$ cat src/rtl/multicycle_addsub_gatelevel_pkg.sv
// Package for the multi-cycle adder/subtractor.
// Holds the FSM state encoding, the operation-mode encoding and a small
// helper that tells whether a mode needs operand B inverted.
package multicycle_addsub_gatelevel_pkg;

  typedef enum logic [1:0] {
    STATE_IDLE = 2'd0,
    STATE_RUN  = 2'd1,
    STATE_DONE = 2'd2
  } state_t;

  localparam logic MODE_ADD = 1'b0;
  localparam logic MODE_SUB = 1'b1;

  // Subtraction is a + ~b + 1: B is inverted and the initial carry is set.
  function automatic logic mode_inverts_b(input logic m);
    return (m != MODE_ADD);
  endfunction

endpackage

$ cat src/rtl/multicycle_addsub_gatelevel_digit_adder.sv
// Gate-level building blocks for the digit adder.
//
// full_adder_cell: 1-bit full adder made of primitive gates.
//   a, b, cin -> sum, cout
//
// digit_adder_gatelevel: purely combinational DIGIT-bit ripple adder built
// from full_adder_cell instances.
//   a[DIGIT], b[DIGIT], cin -> sum[DIGIT], cout (carry out of the MSB),
//   c_msb (carry into the MSB, used for signed-overflow detection).

module full_adder_cell (
  input  logic a,
  input  logic b,
  input  logic cin,
  output logic sum,
  output logic cout
);

  logic ab_x;
  logic ab_a;
  logic cx_a;

  xor g_x1 (ab_x, a, b);
  xor g_x2 (sum, ab_x, cin);
  and g_a1 (ab_a, a, b);
  and g_a2 (cx_a, ab_x, cin);
  or  g_o1 (cout, ab_a, cx_a);

endmodule

module digit_adder_gatelevel #(
  parameter int DIGIT = 4
) (
  input  logic [DIGIT-1:0] a,
  input  logic [DIGIT-1:0] b,
  input  logic             cin,
  output logic [DIGIT-1:0] sum,
  output logic             cout,
  output logic             c_msb
);

  // carry[i] is the carry into bit i; carry[DIGIT] leaves the MSB.
  logic [DIGIT:0] carry;

  assign carry[0] = cin;

  genvar gi;
  generate
    for (gi = 0; gi < DIGIT; gi++) begin : g_bit
      full_adder_cell u_fa (
        .a    (a[gi]),
        .b    (b[gi]),
        .cin  (carry[gi]),
        .sum  (sum[gi]),
        .cout (carry[gi+1])
      );
    end
  endgenerate

  assign cout  = carry[DIGIT];
  assign c_msb = carry[DIGIT-1];

endmodule

$ cat src/rtl/multicycle_addsub_gatelevel.sv
// Multi-cycle two's-complement adder/subtractor.
//
// Processes WIDTH-bit operands DIGIT bits per clock, least significant digit
// first, through a registered carry. N = WIDTH/DIGIT cycles per operation.
//
// Ports:
//   clk       system clock, rising edge
//   rst_n     asynchronous active-low reset
//   start     request; accepted in IDLE or DONE, ignored in RUN
//   mode      0 = add (a+b), 1 = subtract (a-b); latched with start
//   a, b      operands; latched with start
//   busy      high while an operation is running
//   done      one-cycle pulse when the result registers are updated
//   sum       result, held until the next completion
//   cout      carry out of the MSB (subtract: 1 = no borrow)
//   overflow  signed overflow
//   zero      sum == 0
module multicycle_addsub_gatelevel
  import multicycle_addsub_gatelevel_pkg::*;
#(
  parameter int WIDTH = 16,
  parameter int DIGIT = 4
) (
  input  logic             clk,
  input  logic             rst_n,
  input  logic             start,
  input  logic             mode,
  input  logic [WIDTH-1:0] a,
  input  logic [WIDTH-1:0] b,
  output logic             busy,
  output logic             done,
  output logic [WIDTH-1:0] sum,
  output logic             cout,
  output logic             overflow,
  output logic             zero
);

  // Guarded so a bad DIGIT reports the elaboration error below instead of
  // dividing by zero first.
  localparam int N     = (DIGIT < 1) ? 1 : (WIDTH / DIGIT);
  localparam int CNT_W = (N > 1) ? $clog2(N) : 1;

  generate
    if (DIGIT < 1) begin : g_bad_digit
      $error("multicycle_addsub_gatelevel: DIGIT must be >= 1");
    end else if ((WIDTH % DIGIT) != 0) begin : g_bad_width
      $error("multicycle_addsub_gatelevel: WIDTH must be a multiple of DIGIT");
    end
  endgenerate

  state_t             state;
  logic [WIDTH-1:0]   a_sr;
  logic [WIDTH-1:0]   b_sr;
  logic [WIDTH-1:0]   res_sr;
  logic               carry;
  logic [CNT_W-1:0]   count;

  logic [DIGIT-1:0]   digit_sum;
  logic               digit_cout;
  logic               digit_cmsb;
  logic [WIDTH-1:0]   res_shift;
  logic               last_digit;
  logic               inv_b;

  digit_adder_gatelevel #(
    .DIGIT (DIGIT)
  ) u_digit_adder (
    .a     (a_sr[DIGIT-1:0]),
    .b     (b_sr[DIGIT-1:0]),
    .cin   (carry),
    .sum   (digit_sum),
    .cout  (digit_cout),
    .c_msb (digit_cmsb)
  );

  // The result register fills from the MSB side, so after N shifts the first
  // digit computed sits at the bottom. Built with a right shift plus a part
  // select on the top so that DIGIT == WIDTH needs no special case.
  always_comb begin
    res_shift                     = res_sr >> DIGIT;
    res_shift[WIDTH-1 -: DIGIT]   = digit_sum;
  end

  assign last_digit = (count == CNT_W'(N - 1));
  assign inv_b      = mode_inverts_b(mode);

  always_ff @(posedge clk or negedge rst_n) begin
    if (!rst_n) begin
      state    <= STATE_IDLE;
      busy     <= 1'b0;
      done     <= 1'b0;
      sum      <= '0;
      cout     <= 1'b0;
      overflow <= 1'b0;
      zero     <= 1'b0;
      a_sr     <= '0;
      b_sr     <= '0;
      res_sr   <= '0;
      carry    <= 1'b0;
      count    <= '0;
    end else begin
      unique case (state)
        STATE_IDLE, STATE_DONE: begin
          done <= 1'b0;
          if (start) begin
            a_sr  <= a;
            b_sr  <= b ^ {WIDTH{inv_b}};
            carry <= inv_b;
            count <= '0;
            state <= STATE_RUN;
            busy  <= 1'b1;
          end else begin
            state <= STATE_IDLE;
            busy  <= 1'b0;
          end
        end

        STATE_RUN: begin
          // start is deliberately not looked at here: no queueing, no restart.
          a_sr   <= a_sr >> DIGIT;
          b_sr   <= b_sr >> DIGIT;
          res_sr <= res_shift;
          carry  <= digit_cout;
          count  <= count + CNT_W'(1);
          if (last_digit) begin
            state    <= STATE_DONE;
            busy     <= 1'b0;
            done     <= 1'b1;
            sum      <= res_shift;
            cout     <= digit_cout;
            // On the top digit the adder's internal MSB carry is the carry
            // into bit WIDTH-1 of the full word.
            overflow <= digit_cout ^ digit_cmsb;
            zero     <= (res_shift == '0);
          end else begin
            done <= 1'b0;
          end
        end

        default: begin
          state <= STATE_IDLE;
          busy  <= 1'b0;
          done  <= 1'b0;
        end
      endcase
    end
  end

endmodule

$ cat config.mk
export PLATFORM = sky130hd
export DESIGN_NAME = multicycle_addsub_gatelevel
export DESIGN_NICKNAME = d
export VERILOG_FILES = /design/src/rtl/multicycle_addsub_gatelevel_pkg.sv /design/src/rtl/multicycle_addsub_gatelevel_digit_adder.sv /design/src/rtl/multicycle_addsub_gatelevel.sv
export SDC_FILE = /design/constraint.sdc
export NUM_CORES = 1
export LEC_CHECK = 0
export BUFFER_PORTS_ARGS = -buffer_cell sky130_fd_sc_hd__buf_2
export CORE_MARGIN = 1.5
export CORE_UTILIZATION = 55
export DETAILED_ROUTE_END_ITERATION = 7
export PLACE_DENSITY = 0.79
export RECOVER_POWER = 100
export SLEW_MARGIN = 20
export SYNTH_ARGS = -nofsm -noshare
export SYNTH_HDL_FRONTEND = slang
export SYNTH_HIERARCHICAL = 1
export SYNTH_SLANG_ARGS = --single-unit
$ cat constraint.sdc
create_clock -name clk -period 3.4 [get_ports clk]
set_input_delay 0.34 -clock clk [delete_from_list [all_inputs] [get_ports clk]]
set_output_delay 0.34 -clock clk [all_outputs]
set_load 0.05 [all_outputs]
==> impl_metrics.csv, run 1 <==
group,metric,value,unit
run_status,status,"finished with violations",
run_status,violations,"capacitance limit, slew limit",
synthesis,synthFlopType,"dfrtp_1",
critical_path,slowest_stage,"nor2b_1",
timing,hold_viol_final,0,
synthesis,synth.largest_area_cell,"dfrtp_1",
timing,fin_ws,583.7,ps
placed_design,port_buffers,56,
synthesis,ys_warn_count,6,
synthesis,synthArstFlopShare,100.0,%
critical_path,rr_startpoint,"state[0]$_DFFE_PN0P_",
power,power.density,1074,nW/um^2
synthesis,synth-seq-cells,70,
critical_path,cp_max_fo,22,
layout,area.growth.synth_to_final,14.29,%
placed_design,globalplace.congestion,0.7338,
global_routing,grt_pass1_vias,1966,
cts,cts_buffers,9,
timing,whs,215.7,ps
synthesis,syn-num-nets,273,
timing,fin_crit_sh,82.83,%
placed_design,dp_slack,693.4,ps
critical_path,cp-end-kind,"register",
cts,htreeDepth,3,
detailed_routing,vias,1976,
synthesis,synth.avg_cell_area,12.95,sq um
detailed_routing,postRouteAntennaNets,0,
layout,drive_above_1_share,26.80,%
critical_path,r2r_cells,4,
cts,cts.clk_slew.worst_paths,70,ps
critical_path,path_class,"reg -> reg",
cts,post_cts_buffers,0,
synthesis,synth_area,3004,sq um
timing,fin_tns_setup,0,ps
timing,fin_worst_skew,7.555,ps
floorplan,initial_core_util,58.08,%
run,drv_cap,2,
power,power.leakage,0.001595,uW
critical_path,cp_cell_sequence,"nor2b_1, nor2_1, clkbuf_1, a221o_1",
cts,cts_resized,0,
global_routing,grt_use_total,20.60,%
global_routing,grt_max_degree,35,
min_path,holdPathEnd,"a_sr[8]$_DFFE_PN0P_",
global_routing,grt_pass1_wl,9390,um
floorplan,ios,57,
timing,fmax,355.1,MHz
synthesis,seq_area_frac_synth,58.31,%
global_routing,overflow,0,
detailed_routing,wl_per_cell,15.40,um
critical_path,start_kind,"register",
floorplan,dieWidth,76.91,um
min_path,hold_path.startpoint,"a[8]",
cts,clock_sinks,70,
floorplan,row_count,26,
layout,instances_no_fill,361,
timing,setup_viol,0,
global_routing,antenna_found_initial,0,
timing,slew_violations,58,
cts,clock_latency,340,ps
critical_path,worstPathRequired,3610,ps
critical_path,rr_endpoint,"b_sr[10]$_DFFE_PN0P_",
detailed_routing,drt_iter0_markers,96,
min_path,holdPathStages,3,
placed_design,post-dp-hpwl,3776,um
layout,finish.net_count,330,
synthesis,syn_inst,232,
synthesis,synth_top_cells_by_area,"dfrtp_1, mux2_2, a221o_1, xnor2_1, a22oi_1",
timing,max_slew_margin,-17.42,%
critical_path,worstPathArrival,3030,ps
cts,cts_tree,"built",
floorplan,die_h,76.91,um
power,ir_worst_vdd,493.9,uV
floorplan,core_area,5172,sq um
timing,rsz0062_at_grt,"false",
detailed_routing,routed_wirelength,5561,um
cts,cts_buffer_depth,2,
synthesis,yosysUniqueCellTypes,25,
layout,final_common_cell,"dfrtp_1",
detailed_routing,first_pass_iters,4,
placed_design,place_inst,347,
synthesis,synth-edff-count,0,
cts,cts_root_buf,"clkbuf_8",
synthesis,yosysTopAreaCellShare,58.31,%
detailed_routing,drc,0,
critical_path,r2r_slack,580,ps
min_path,hold_path_class,"in -> reg",
timing,tightest_slew,1761,ps
critical_path,critPathMaxStageDelay,1170,ps
floorplan,die_area,5914,sq um
layout,mostFrequentLayoutCells,"dfrtp_1, buf_2, mux2_2",
timing,fin_crit,2816,ps
layout,antennaDiodeCount,0,
detailed_routing,via_per_inst,5.474,
critical path: cells and delay by family, from the launching register on:
| family | cells | cell delay [ps] |
|---|---|---|
| flops | 1 | 390 |
| simple gates | 2 | 1390 |
| compound gates | 1 | 430 |
| buf+inv | 1 | 460 |
stage by stage:
stage | area, sq um | power [uW] | utilization [%]
6_report | 3433 | 3689 | 66.38
4_1_cts | 3486 | 3773 | 67.39
3_5_place_dp | 3314 | 3205 | 64.08
3_3_place_gp | 3314 | 3135 | 64.08
5_1_grt | 3433 | 3936 | 66.38
2_1_floorplan | 3004 | 2815 | -
routing by layer:
layer / up-vias / wire [um] / share of wire (%) / GRT usage [%]
li1: 944 / - / - / -
met1: 965 / 2631 / 47 / 26.37
met2: 56 / 2565 / 46 / 33.36
met3: 11 / 255 / 4.6 / 4.762
met4: 0 / 108 / 1.9 / 9.444
met5: - / 0 / 0 / 0
worst max path at each step:
| stage | from | depth (start not counted) | slack, ps | endpoint |
|---|---|---|---|---|
| after CTS | a_sr[0]$_DFFE_PN0P_ | 7 | 690 | zero$_DFFE_PN0P_ |
| after global placement | a_sr[0]$_DFFE_PN0P_ | 7 | 760 | zero$_DFFE_PN0P_ |
| after detailed placement | a_sr[0]$_DFFE_PN0P_ | 7 | 690 | zero$_DFFE_PN0P_ |
| after floorplan | a_sr[0]$_DFFE_PN0P_ | 7 | 860 | zero$_DFFE_PN0P_ |
| after global routing | rst_n | 3 | 300 | a_sr[0]$_DFFE_PN0P_ |
| final | state[0]$_DFFE_PN0P_ | 4 | 580 | b_sr[10]$_DFFE_PN0P_ |
cells in the mapped netlist, drive strengths merged, types with 2 or more instances:
cell,instances
nor2b,2
o21ai,4
nand2,15
nor2,13
nand3,14
inv,3
xnor2,13
mux2,29
nor4,4
fa,4
a22o,9
nand2b,2
clkbuf,2
dfrtp,70
a22oi,13
xor2,4
buf,15
a221o,12
where the power goes:
group,switching [uW],internal [uW]
clock network,279,290
registers,260,1230
logic,1010,622
total,1550,2140
what timing repair did:
action	CTS	global route
hold buffers	1	0
hold endpoints to repair	12	0
setup endpoints to repair	0	0
logic make-up (layout without fill, tap and decap cells):
logic type	Yosys count	in the layout	synth area share, %
AND/OR/NAND/NOR	52	52	8.205
AO/OA/AOI/OAI	39	39	10.79
adder cells (fa/ha/maj)	5	5	3.082
XOR/XNOR	17	17	4.956
buffers and inverters	20	79	3.790
multiplexers	29	29	10.87
flip-flops	70	70	58.31
state kept, by name (all words and copies together) (netlist names):
register and count:
carry 1, busy 1, b_sr 16, a_sr 16, count 2, done 1, sum 16, res_sr 12
zero 1, overflow 1, cout 1, state 2
layout make-up:
cell class	count	area [sq um]
Fill cell	410	1739
Timing Repair Buffer	63	290.3
Clock inverter	2	10.01
Tap cell	70	87.58
Inverter	3	11.26
Clock buffer	11	151.4
Sequential cell	70	1752
Multi-Input combinational cell	142	1131
Power figures use the tool's default switching activity.
==> inputs of run 2 (changes only) <==
--- a/config.mk
+++ b/config.mk
@@ -7,9 +7,9 @@
 export LEC_CHECK = 0
 export BUFFER_PORTS_ARGS = -buffer_cell sky130_fd_sc_hd__buf_2
 export CORE_MARGIN = 1.5
-export CORE_UTILIZATION = 55
+export CORE_UTILIZATION = 49
 export DETAILED_ROUTE_END_ITERATION = 7
-export PLACE_DENSITY = 0.79
+export PLACE_DENSITY = 0.75
 export RECOVER_POWER = 100
 export SLEW_MARGIN = 20
 export SYNTH_ARGS = -nofsm -noshare
==> constraint.sdc (replaced) <==
create_clock -name clk -period 2.5 [get_ports clk]
set_input_delay 0.25 -clock clk [delete_from_list [all_inputs] [get_ports clk]]
set_output_delay 0.25 -clock clk [all_outputs]
set_load 0.05 [all_outputs]
==> run 2 against run 1 <==
Effect of this change: critical endpoint is now sum[15]$_DFFE_PN0P_; largest power group unchanged; highest routed layer unchanged; count of clock-buffer cells in the layout is 1 higher; global-route usage down 0.64 points; sequential power up 36%; the flow finishes with violations (capacitance limit, slew limit, setup timing).
==> impl_metrics.csv, run 2 (synthesis gave the netlist of run 1 again) <==
group,metric,value,unit
run_status,status,"finished with violations",
timing,whs,121.3,ps
cts,cts_tree,"built",
cts,cts.clk_slew.worst_paths,70,ps
timing,tightest_slew,1526,ps
detailed_routing,wl_per_cell,15.28,um
cts,clock_latency,340,ps
timing,slew_violations,30,
cts,htreeDepth,3,
global_routing,overflow,0,
critical_path,cp_max_fo,2,
detailed_routing,vias,2045,
timing,fin_ws,-11.10,ps
layout,mostFrequentLayoutCells,"dfrtp_1, buf_2, mux2_2",
min_path,hold_path_class,"in -> reg",
cts,clock_sinks,70,
detailed_routing,drt_iter0_markers,84,
global_routing,grt_pass1_wl,9522,um
timing,fin_crit,2511,ps
power,power_frac_clock,18.2,%
cts,cts_root_buf,"clkbuf_8",
detailed_routing,postRouteAntennaNets,0,
global_routing,grt_max_degree,43,
timing,fin_worst_skew,8.205,ps
power,p_seq_share,37.5,%
critical_path,crit_family,"adder cells",
placed_design,port_buffers,56,
run_status,violations,"capacitance limit, slew limit, setup timing",
detailed_routing,drc,0,
global_routing,antenna_found_initial,0,
power,p_int,3227,uW
timing,setup_viol,2,
layout,reg_top3,"a_sr x16, b_sr x16, sum x16",
critical_path,rr_endpoint,"sum[15]$_DFFE_PN0P_",
timing,max_slew_margin,-1.763,%
critical_path,worstPathArrival,2730,ps
detailed_routing,first_pass_iters,4,
min_path,holdPathStages,3,
detailed_routing,via_per_inst,5.453,
floorplan,dieWidth,81.30,um
power,combPwrFrac,44.3,%
floorplan,core_area,5921,sq um
placed_design,post-dp-hpwl,3829,um
power,p_sw_share,40.40,%
critical_path,slowest_stage,"fa_1",
cts,cts_buffers,9,
power,power.leakage,0.001658,uW
critical_path,cp_cell_sequence,"fa_2, fa_2, fa_2, fa_1, buf_4, mux2_2",
critical_path,crit_top_cell,"fa_2",
floorplan,row_count,28,
floorplan,die_area,6610,sq um
placed_design,place_inst,356,
detailed_routing,routed_wirelength,5731,um
global_routing,grt_use_total,19.96,%
min_path,hold_path.startpoint,"a[10]",
layout,final_common_cell,"dfrtp_1",
timing,fin_crit_sh,100.4,%
cts,cts_buffer_depth,2,
timing,rsz0062_at_grt,"true",
critical_path,cp.depth,6,
layout,finish.net_count,336,
global_routing,grt_pass1_vias,1977,
floorplan,die_h,81.30,um
critical_path,r2r_slack,-10,ps
placed_design,globalplace.congestion,0.7570,
layout,final_core_util,60.21,%
layout,drive_above_1_share,30.67,%
power,ir_worst_vdd,737.6,uV
layout,antennaDiodeCount,0,
critical_path,start_kind,"register",
critical_path,critPathMaxStageDelay,480,ps
power,p_sw,2187,uW
critical_path,path_class,"reg -> reg",
floorplan,initial_core_util,50.74,%
power,power.density,1519,nW/um^2
layout,area.growth.synth_to_final,18.66,%
critical_path,worstPathRequired,2720,ps
layout,instances_no_fill,375,
min_path,holdPathEnd,"a_sr[10]$_DFFE_PN0P_",
timing,fmax,398.2,MHz
critical_path,rr_startpoint,"a_sr[0]$_DFFE_PN0P_",
critical_path,cp.buffers_inverters,1,
critical_path,r2r_cells,6,
timing,hold_viol_final,0,
run,drv_cap,1,
critical_path,cp-end-kind,"register",
floorplan,ios,57,
==> run 2: repair_timing <==
item	in CTS	in global routing
gates cloned	0	0
buffers inserted	1	1
hold endpoints to repair	28	0
resized for setup	5	0
hold buffers	1	0
pin swaps	1	2
setup endpoints to repair	3	3
==> run 2: final cells by class <==
type                            count  area [sq um]
Fill cell                         504          2356
Inverter                            3         11.26
Timing Repair Buffer               69         344.1
Sequential cell                    70          1752
Multi-Input combinational cell    142          1149
Clock buffer                       12         145.1
Tap cell                           75         93.84
Clock inverter                      4         70.07
==> run 2: routing by layer <==
| metal | vias to the layer above | GRT usage [%] | share of wire, % |
|---|---|---|---|
| li1 | 956 | - | - |
| met1 | 1018 | 25.04 | 45 |
| met2 | 62 | 30.99 | 48 |
| met3 | 9 | 8.315 | 4.9 |
| met4 | 0 | 7.069 | 1.6 |
| met5 | - | 0 | 0 |
==> run 2: per-stage QoR <==
step	worst slack [ps]	total power, uW	area, sq um	setup TNS (ps)
floorplan	13.02	3834	3007	0
global placement	-39.57	4382	3378	-102.5
detailed placement	-127.3	4473	3378	-275.1
CTS	-40.22	5550	3626	-79.66
global route	-86.64	5791	3565	-2523
finish	-11.10	5414	3565	-21.42
==> run 2: worst max path at each step <==
stage	from	endpoint	slack, ps
floorplan	a_sr[0]$_DFFE_PN0P_	zero$_DFFE_PN0P_	10
CTS	a_sr[0]$_DFFE_PN0P_	sum[15]$_DFFE_PN0P_	-40
global route	a_sr[0]$_DFFE_PN0P_	zero$_DFFE_PN0P_	-90
detailed placement	a_sr[0]$_DFFE_PN0P_	zero$_DFFE_PN0P_	-130
global placement	a_sr[0]$_DFFE_PN0P_	zero$_DFFE_PN0P_	-40
finish	a_sr[0]$_DFFE_PN0P_	sum[15]$_DFFE_PN0P_	-10
==> run 2: worst reg2reg max path, delay by kind of cell, from the launching register on <==
family / cells / cell delay [ps]
DFF: 1 / 400
adders and majority gates: 4 / 1580
buffers and inverters: 1 / 160
muxes: 1 / 250
==> run 2: power by group through the flow <==
stage | Combinational [uW] | Sequential (uW) | Clock [uW]
after floorplan | 1340 | 2500 | 0
after global placement | 2360 | 2020 | 0
after detailed placement | 2430 | 2050 | 0
after CTS | 2500 | 2030 | 1010
after global routing | 2630 | 2100 | 1060
final | 2400 | 2030 | 983
==> inputs of run 3 (changes only) <==
--- a/config.mk
+++ b/config.mk
@@ -16,3 +16,4 @@
 export SYNTH_HDL_FRONTEND = slang
 export SYNTH_HIERARCHICAL = 1
 export SYNTH_SLANG_ARGS = --single-unit
+export TNS_END_PERCENT = 1
==> run 3 against run 2 <==
Effect of this change: the flow still finishes with violations (capacitance limit, slew limit, setup timing); sequential share of layout area rose by 0.10 points; clock skew barely moved; combinational power barely moved; final area fell by 0.21%; final cell count fell by 0.27%; via count fell by 0.93%; register-to-register slack barely moved; hold slack got worse by 2.1 ps; die area did not move; critical endpoint unchanged.
==> impl_metrics.csv, run 3 (synthesis gave the netlist of run 1 again) <==
group,metric,value,unit
power,power_frac_clock,18.2,%
critical_path,worstPathRequired,2730,ps
timing,max_slew_margin,-1.891,%
power,p_total,5396,uW
timing,fin_crit,2503,ps
detailed_routing,via_per_inst,5.417,
cts,htreeDepth,3,
power,combPwrFrac,44.1,%
cts,cts.clk_slew.worst_paths,70,ps
cts,clock_sinks,70,
cts,cts_buffers,9,
floorplan,core_area,5921,sq um
critical_path,crit_top_cell,"fa_2",
detailed_routing,drt_iter0_markers,73,
min_path,hold_path.startpoint,"a[10]",
power,p_int,3212,uW
critical_path,rr_endpoint,"sum[15]$_DFFE_PN0P_",
placed_design,globalplace.congestion,0.7570,
layout,finish.net_count,335,
timing,fin_crit_sh,100.1,%
power,p_seq_share,37.7,%
timing,hold_viol_final,0,
min_path,holdPathEnd,"a_sr[10]$_DFFE_PN0P_",
run,drv_cap,1,
cts,cts_buffer_depth,2,
layout,area.growth.synth_to_final,18.41,%
global_routing,grt_pass1_vias,1977,
critical_path,path_class,"reg -> reg",
timing,fmax,399.6,MHz
critical_path,rr_startpoint,"a_sr[0]$_DFFE_PN0P_",
power,p_sw,2184,uW
critical_path,worstPathArrival,2730,ps
detailed_routing,drc,0,
timing,slew_violations,30,
detailed_routing,vias,2026,
layout,drive_above_1_share,30.43,%
timing,fin_ws,-2.518,ps
layout,reg_top3,"a_sr x16, b_sr x16, sum x16",
cts,cts_tree,"built",
timing,rsz0062_at_grt,"true",
floorplan,die_area,6610,sq um
global_routing,grt_use_total,19.96,%
critical_path,r2r_slack,-3,ps
layout,mostFrequentLayoutCells,"dfrtp_1, buf_2, mux2_2",
layout,final_common_cell,"dfrtp_1",
detailed_routing,postRouteAntennaNets,0,
floorplan,initial_core_util,50.74,%
floorplan,ios,57,
min_path,hold_path_class,"in -> reg",
critical_path,start_kind,"register",
timing,fin_worst_skew,8.553,ps
critical_path,cp-end-kind,"register",
run_status,status,"finished with violations",
global_routing,overflow,0,
detailed_routing,wl_per_cell,15.28,um
timing,tightest_slew,1528,ps
detailed_routing,first_pass_iters,4,
layout,antennaDiodeCount,0,
floorplan,die_h,81.30,um
critical_path,cp_cell_sequence,"fa_2, fa_2, fa_2, fa_1, buf_4, mux2_2",
timing,setup_viol,2,
power,power.density,1517,nW/um^2
min_path,holdPathStages,3,
power,power.leakage,0.001653,uW
global_routing,grt_max_degree,43,
critical_path,r2r_cells,6,
floorplan,row_count,28,
placed_design,port_buffers,56,
cts,clock_latency,340,ps
power,p_sw_share,40.47,%
detailed_routing,routed_wirelength,5713,um
timing,fin_tns_setup,-4.318,ps
critical_path,cp_max_fo,2,
critical_path,cp-startpoint,"a_sr[0]$_DFFE_PN0P_",
run_status,violations,"capacitance limit, slew limit, setup timing",
placed_design,post-dp-hpwl,3829,um
power,ir_worst_vdd,737.5,uV
cts,cts_root_buf,"clkbuf_8",
critical_path,slowest_stage,"fa_1",
critical_path,critPathMaxStageDelay,480,ps
layout,fill_cells,502,
global_routing,grt_pass1_wl,9522,um
global_routing,antenna_found_initial,0,
floorplan,dieWidth,81.30,um
## run 3: power groups by stage
stage          Combinational, uW  Clock (uW)  Sequential (uW)
4_1_cts                     2500        1010             2030
5_1_grt                     2610        1060             2100
3_5_place_dp                2430           0             2050
6_report                    2380         985             2030
3_3_place_gp                2360           0             2020
2_1_floorplan               1340           0             2500
## run 3: worst max-delay path: cells and delay by family, from the launching register on
family                     cells  cell delay (ps)
DFF                            1              400
buffers and inverters          1              160
muxes                          1              250
adders and majority gates      4             1570
## run 3: area by class of cell
cell class	instances	area (sq um)	area share, %
Tap cell	75	93.84	2.638
Clock buffer	12	145.1	4.080
Timing Repair Buffer	68	336.6	9.462
Clock inverter	4	70.07	1.970
Sequential cell	70	1752	49.24
Inverter	3	11.26	0.3166
Multi-Input combinational cell	142	1149	32.29
## run 3: how the worst max path moves through the flow
stage	to	slack, ps
floorplan	zero$_DFFE_PN0P_	10
global placement	zero$_DFFE_PN0P_	-40
detailed placement	zero$_DFFE_PN0P_	-130
CTS	sum[15]$_DFFE_PN0P_	-40
global route	zero$_DFFE_PN0P_	-80
finish	sum[15]$_DFFE_PN0P_	-3
## run 3: per-stage QoR
step | area [sq um] | setup WS [ps] | hold slack [ps] | util (%) | instances
after floorplan | 3007 | 13.02 | -45.59 | - | 232
after global placement | 3378 | -39.57 | 311.7 | 57.06 | 356
after detailed placement | 3378 | -127.3 | 322.1 | 57.06 | 356
after CTS | 3626 | -40.22 | 96.11 | 61.24 | 374
after global routing | 3557 | -83.51 | 106.6 | 60.08 | 374
final | 3557 | -2.518 | 119.3 | 60.08 | 374
## run 3: what timing repair did
item,in CTS,in global routing
hold buffers,1,0
resized for setup,5,0
setup endpoints to repair,3,3
pin swaps,1,2
endpoints found under the hold margin,28,0
buffers inserted,1,0
cloned,0,0
## run 3: routing by layer
| metal | global-route usage [%] | up-vias | routed length, um |
|---|---|---|---|
| met2 | 30.99 | 61 | 2718 |
| met4 | 7.069 | 0 | 96 |
| li1 | - | 954 | - |
| met1 | 25.04 | 1003 | 2590 |
| met3 | 8.315 | 8 | 308 |
| met5 | 0 | - | 0 |
